**config.mk**
```make
export PLATFORM = sky130hd
export DESIGN_NAME = prim_generic_pipe
export DESIGN_NICKNAME = d
export VERILOG_FILES = /design/src/rtl/prim_generic_pipe.sv
export SDC_FILE = /design/constraint.sdc
export NUM_CORES = 1
export LEC_CHECK = 0
export ABC_AREA = 1
export BUFFER_PORTS_ARGS = -buffer_cell sky130_fd_sc_hd__buf_4
export CORE_AREA = 2 2 39 41
export CTS_CLUSTER_SIZE = 14
export DETAILED_ROUTE_END_ITERATION = 12
export DIE_AREA = 0 0 41 43
export SYNTH_ARGS = -nofsm -noshare
export SYNTH_HDL_FRONTEND = slang
export SYNTH_SLANG_ARGS = --single-unit
```
**constraint.sdc**
```tcl
create_clock -name clk_i -period 1.31 [get_ports clk_i]
set_input_delay 0.1965 -clock clk_i [delete_from_list [all_inputs] [get_ports clk_i]]
set_output_delay 0.1965 -clock clk_i [all_outputs]
set_load 0.02 [all_outputs]
```
**src/rtl/prim_generic_pipe.sv**
```systemverilog
// prim_generic_pipe: Depth-stage valid/ready register pipeline with flush and occupancy count.
// Optional per-stage even parity with err_o check when PRIM_GENERIC_PIPE_PARITY_EN is defined.
module prim_generic_pipe #(
  parameter int unsigned      Width      = 1,
  parameter int unsigned      Depth      = 2,
  parameter logic [Width-1:0] ResetValue = '0
) (
  input  logic                         clk_i,
  input  logic                         rst_i,
  input  logic                         flush_i,
  input  logic                         in_valid_i,
  output logic                         in_ready_o,
  input  logic [Width-1:0]             in_data_i,
  output logic                         out_valid_o,
  input  logic                         out_ready_i,
  output logic [Width-1:0]             out_data_o,
  output logic [$clog2(Depth+1)-1:0]   count_o,
  output logic                         err_o
);
  localparam int unsigned CntW = $clog2(Depth+1);

  logic [Depth-1:0]             r_vld;
  logic [Depth-1:0][Width-1:0]  r_dat;
  logic [CntW-1:0]              r_cnt;
  logic [Depth-1:0]             w_ld;
  logic [Depth-1:0]             w_src_vld;
  logic [Depth-1:0][Width-1:0]  w_src_dat;
  logic                         w_in_xfer;
  logic                         w_out_xfer;

  // Stage k can load when the output drains or any stage from k to the output has a hole.
  for (genvar k = 0; k < Depth; k++) begin : g_ld
    assign w_ld[k] = out_ready_i | ~(&r_vld[Depth-1:k]);
  end

  assign in_ready_o  = w_ld[0] & ~flush_i;
  assign w_in_xfer   = in_valid_i & in_ready_o;
  assign w_out_xfer  = r_vld[Depth-1] & out_ready_i;
  assign out_valid_o = r_vld[Depth-1];
  assign out_data_o  = r_dat[Depth-1];
  assign count_o     = r_cnt;

  always_comb begin
    w_src_vld    = '0;
    w_src_dat    = '0;
    w_src_vld[0] = w_in_xfer;
    w_src_dat[0] = in_data_i;
    for (int k = 1; k < Depth; k++) begin
      w_src_vld[k] = r_vld[k-1];
      w_src_dat[k] = r_dat[k-1];
    end
  end

  always_ff @(posedge clk_i) begin
    if (rst_i || flush_i) begin
      r_vld <= '0;
      r_dat <= {Depth{ResetValue}};
      r_cnt <= '0;
    end else begin
      for (int k = 0; k < Depth; k++) begin
        if (w_ld[k]) begin
          r_vld[k] <= w_src_vld[k];
          if (w_src_vld[k]) r_dat[k] <= w_src_dat[k];
        end
      end
      if (w_in_xfer && !w_out_xfer)      r_cnt <= r_cnt + CntW'(1);
      else if (!w_in_xfer && w_out_xfer) r_cnt <= r_cnt - CntW'(1);
    end
  end

`ifdef PRIM_GENERIC_PIPE_PARITY_EN
  logic [Depth-1:0] r_par;
  logic [Depth-1:0] w_src_par;

  always_comb begin
    w_src_par    = '0;
    w_src_par[0] = ^in_data_i;
    for (int k = 1; k < Depth; k++) w_src_par[k] = r_par[k-1];
  end

  always_ff @(posedge clk_i) begin
    if (rst_i || flush_i) begin
      r_par <= {Depth{^ResetValue}};
    end else begin
      for (int k = 0; k < Depth; k++) begin
        if (w_ld[k] && w_src_vld[k]) r_par[k] <= w_src_par[k];
      end
    end
  end

  assign err_o = r_vld[Depth-1] & ((^r_dat[Depth-1]) != r_par[Depth-1]);
`else
  assign err_o = 1'b0;
`endif

endmodule

```
### Word-level counts from Yosys, hierarchy flattened

Cells that the tools add are included.

* bitwise logic cells: 8
* $add $sub $neg: 2
* reduce and logical (&&, ||, !) cells: 9
* mux-type cells: 2

Operators by type and width (count)
* $reduce_and 2->1: 3
* $mux 2: 2
* $and 1x1->1: 3
* $not 1->1: 3
* $add 2x1->2 const B: 1
* $logic_and 1x1->1: 2
* $logic_not 1->1: 2
* $or 1x1->1: 2
* $reduce_bool 2->1: 1
* $sub 2x1->2 const B: 1
* $logic_or 1x1->1: 1

* output and inout bits: 6
* register bits after elaboration: 6

### Longest topological paths before layout

* depth in word-level cells: 9
* gate-level depth with buffers: 11
* depth with buffers taken out: 11

### Worst setup path before layout

Ideal clock, no wire load.

* path kind: reg2reg
* start point: register r_vld[1]
* end point: register r_cnt[1] (netlist: count_o[1])
* path slack: -0.081 ns
* data required time: 1.197 ns
* data arrival time: 1.279 ns
* library setup time: 0.113 ns
* buffers on the path: 0
* stages on the path, launching flop included: 9
* period minus slack after synthesis: 1.391 ns
* cell sequence: dfxtp_1 -> nand3_2 -> nand3_2 -> inv_1 -> ha_1 -> inv_2 -> nand3_2 -> nor2_1 -> nor2_1

* longest elaborated chain between the ends: 8
* elaborated cells on any way between the ends: 12

Ends and longest elaborated chain
* from (decl): RTL line 22 `logic [Depth-1:0] r_vld;`
* from (signal, indexed assignment): RTL line 62 `r_vld[k] <= w_src_vld[k];`
* $reduce_and 2->1 *: RTL line 33 `assign w_ld[k] = out_ready_i | ~(&r_vld[Depth-1:k]);`
* $not 1->1 *: RTL line 33
* $or 1x1->1 *: RTL line 33
* $and 1x1->1 *: RTL line 36 `assign in_ready_o = w_ld[0] & ~flush_i;`
* $and 1x1->1 *: RTL line 37 `assign w_in_xfer = in_valid_i & in_ready_o;`
* via w_in_xfer: RTL line 28 `logic w_in_xfer;`
* $logic_not 1->1: RTL line 67 `else if (!w_in_xfer && w_out_xfer) r_cnt <= r_cnt - CntW'(1);`
* $logic_and 1x1->1: RTL line 67
* $reduce_bool 2->1 (no source line)
* to (signal assigned): RTL line 66 `if (w_in_xfer && !w_out_xfer) r_cnt <= r_cnt + CntW'(1);`
* to (signal assigned): RTL line 67
* to (decl): RTL line 24 `logic [CntW-1:0] r_cnt;`

The timed path passes the listed nets; every way through them passes the cells marked *.
A chain may end at the register's enable or synchronous reset.

### Worst setup path after layout

* start point: register r_vld[1]
* end point: output port in_ready_o

* longest elaborated chain between the ends: 4

Ends and longest elaborated chain
* $reduce_and 2->1: RTL line 33
* $not 1->1: RTL line 33
* $or 1x1->1: RTL line 33
* $and 1x1->1: RTL line 36
* to (decl): RTL line 12 `output logic in_ready_o,`

Every way passes these cells.

==> impl_metrics.json <==
{
  "status": "complete, no violations",
  "fin_total_pwr_w": 0.0004320,
  "end_kind": "output pin",
  "grt_first_pass_wirelength_mm": 1.048,
  "gr-total-overflow": 0,
  "yosys.area.top_type": "dfxtp_1",
  "seq_area_frac_synth": 0.3794,
  "yosys_warnings": 0,
  "ys_seq_elements": 6,
  "initial_core_util": 0.2288,
  "layout_commonest_cell": "buf_4",
  "drive_gt1_frac": 0.4333,
  "cts_resized": 0,
  "fp.dieW_um": 41,
  "critPathArrivalTime_ns": 1.03,
  "cts_setup_buffers": 0,
  "worst_clock_skew_ns": 0.002136,
  "final_antenna_net_count": 0,
  "hp-start": "rst_i",
  "rr_startpoint": "r_vld[1]",
  "clockRootBuffer": "clkbuf_4",
  "dieArea_um2": 1763,
  "synthToLayoutAreaGrowth_pct": 46.64,
  "drc": 0,
  "r2r-end": "count_o[1]",
  "hold_end": "count_o[1]",
  "place_congestion": 0.6918,
  "min_path_type": "in -> reg",
  "fin_nets": 69,
  "via_per_inst": 4.066,
  "synthesis.area_um2": 316.6,
  "fin_crit_sh": 0.9396,
  "critPathKind": "reg -> out",
  "layout_common_cells": "13 x buf_4, 10 x nand2_1, 9 x inv_1, 4 x dfxtp_1",
  "power_per_cell_area_nw_per_um2": 930.7,
  "whs_path_depth": 4,
  "fmax_mhz": 812.5,
  "multiInputGateArea_um2": 160.2,
  "ff2ff_path_depth": 8,
  "dpl.hpwl_um": 503.8,
  "crit_required_ns": 1.11,
  "diodes": 0,
  "grtUsageTotal": 0.09155,
  "r2r_slack_ns": 0.13,
  "crit_path_start_kind": "flop",
  "postSynthAreaPerCell_um2": 7.035,
  "seq_area_um2": 122.6,
  "drv_slew": 0,
  "syn_inst": 45,
  "boundaryPins": 12,
  "syn_nets": 52,
  "hold_viol_final": 0,
  "max_cap_violations": 0,
  "crit_fanout": 4,
  "clk_path_buf_depth": 2,
  "n_fill_cell": 144,
  "rows": 14,
  "core_um2": 1384,
  "finalSetupViolations": 0,
  "antenna_found_initial": 0,
  "drt_iter0_markers": 3,
  "rsz0062_at_grt": "false",
  "cts_sinks": 6,
  "p_leak_nw": 0.2212,
  "clock_latency_ns": 0.24,
  "ir_worst_vdd_uv": 345.2,
  "synth_area_leaders": "dfxtp_1 38%, nand2_1 12%, inv_1 11%",
  "via_count": 309,
  "ctsHoldBuffers": 0,
  "grt_pass1_vias": 271,
  "tns_ns": 0,
  "die_height_um": 43,
  "cts_inserted_buffers": 3,
  "grt_max_degree": 6,
  "wl_per_cell_um": 8.553,
  "yosysUniqueCellTypes": 16,
  "drt_pre_antenna_iters": 4,
  "tritoncts": "built",
  "postRouteWirelength_um": 650,
  "htree_levels": 1,
  "io_buffers": 10,
  "period_minus_slack_ns": 1.231,
  "clk_pin_slew_ns": 0.05,
  "synthDominantCellAreaShare": 0.3794
}
==> worst max path at each step <==
stage / start / to / slack, ns
final: r_vld[1] / in_ready_o / 0.08
after global routing: r_vld[1] / in_ready_o / 0.03
after CTS: r_vld[0] / count_o[1] / 0.06
after detailed placement: out_ready_i / count_o[1] / 0.04
after global placement: out_ready_i / count_o[1] / 0.05
after floorplan: r_vld[1] / count_o[1] / 0.02
==> cells in the mapped netlist <==
cell type / n
nand2_1: 10
inv_1: 9
dfxtp_1: 6
a21oi_1: 3
nand3_2: 3
nor2_1: 3
inv_2: 2
a21oi_2: 1
a31oi_1: 1
buf_4: 1
conb_1: 1
ha_1: 1
nand3_1: 1
nand4_1: 1
nor2_2: 1
o21ai_0: 1
==> power by group <==
part | total, W | internal (W) | switching [W]
Combinational | 0.0000664 | 0.0000310 | 0.0000354
Clock | 0.000175 | 0.000104 | 0.0000707
Sequential | 0.000191 | 0.000188 | 0.00000317
Total | 0.000432 | 0.000323 | 0.000109
==> state kept, by name, summed over array words and instances (netlist names) <==
| register | count |
|---|---|
| count_o | 2 |
| out_data_o | 1 |
| r_dat | 1 |
| r_vld | 2 |
==> worst max-delay path, cell delays in order, from the launching register on <==
cell and delay (ns):
dfxtp_2 0.32, buf_4 0.14, a31oi_1 0.17, buf_4 0.17
==> logic make-up (layout without fill, tap and decap cells) <==
logic type               count (synthesis)  in the layout  synth area share
AND/OR/NAND/NOR                         19             19            0.3044
buffers and inverters                   12             27            0.1542
AO/OA/AOI/OAI                            6              6            0.1107
flip-flops                               6              6            0.3795
adder cells (fa/ha/maj)                  1              1           0.03952
other                                    1              1           0.01185
==> metal layers <==
layer  wire [um]  GRT usage
met5           0          0
met4           0    0.02000
met1         283     0.1036
met3          67    0.07853
met2         299     0.1281
==> metrics by stage <==
step	util	cells	hold WS (ns)	cell area, um^2	setup WS, ns
after floorplan	-	45	0.3505	317.8	0.02425
after global placement	0.3092	73	0.4587	427.9	0.05028
after detailed placement	0.3092	73	0.4671	427.9	0.03706
after CTS	0.3255	76	0.2046	450.4	0.05835
after global routing	0.3354	76	0.2259	464.2	0.02552
final	0.3354	76	0.2149	464.2	0.07919
==> cell type report <==
cell class,count,area share
timing repair buffer,13,0.2102
inverter,11,0.08895
tap,16,0.04313
sequential,6,0.2642
multi-input combinational,27,0.3450
clock buffer,3,0.04852
(Power assumes the default switching activity.)
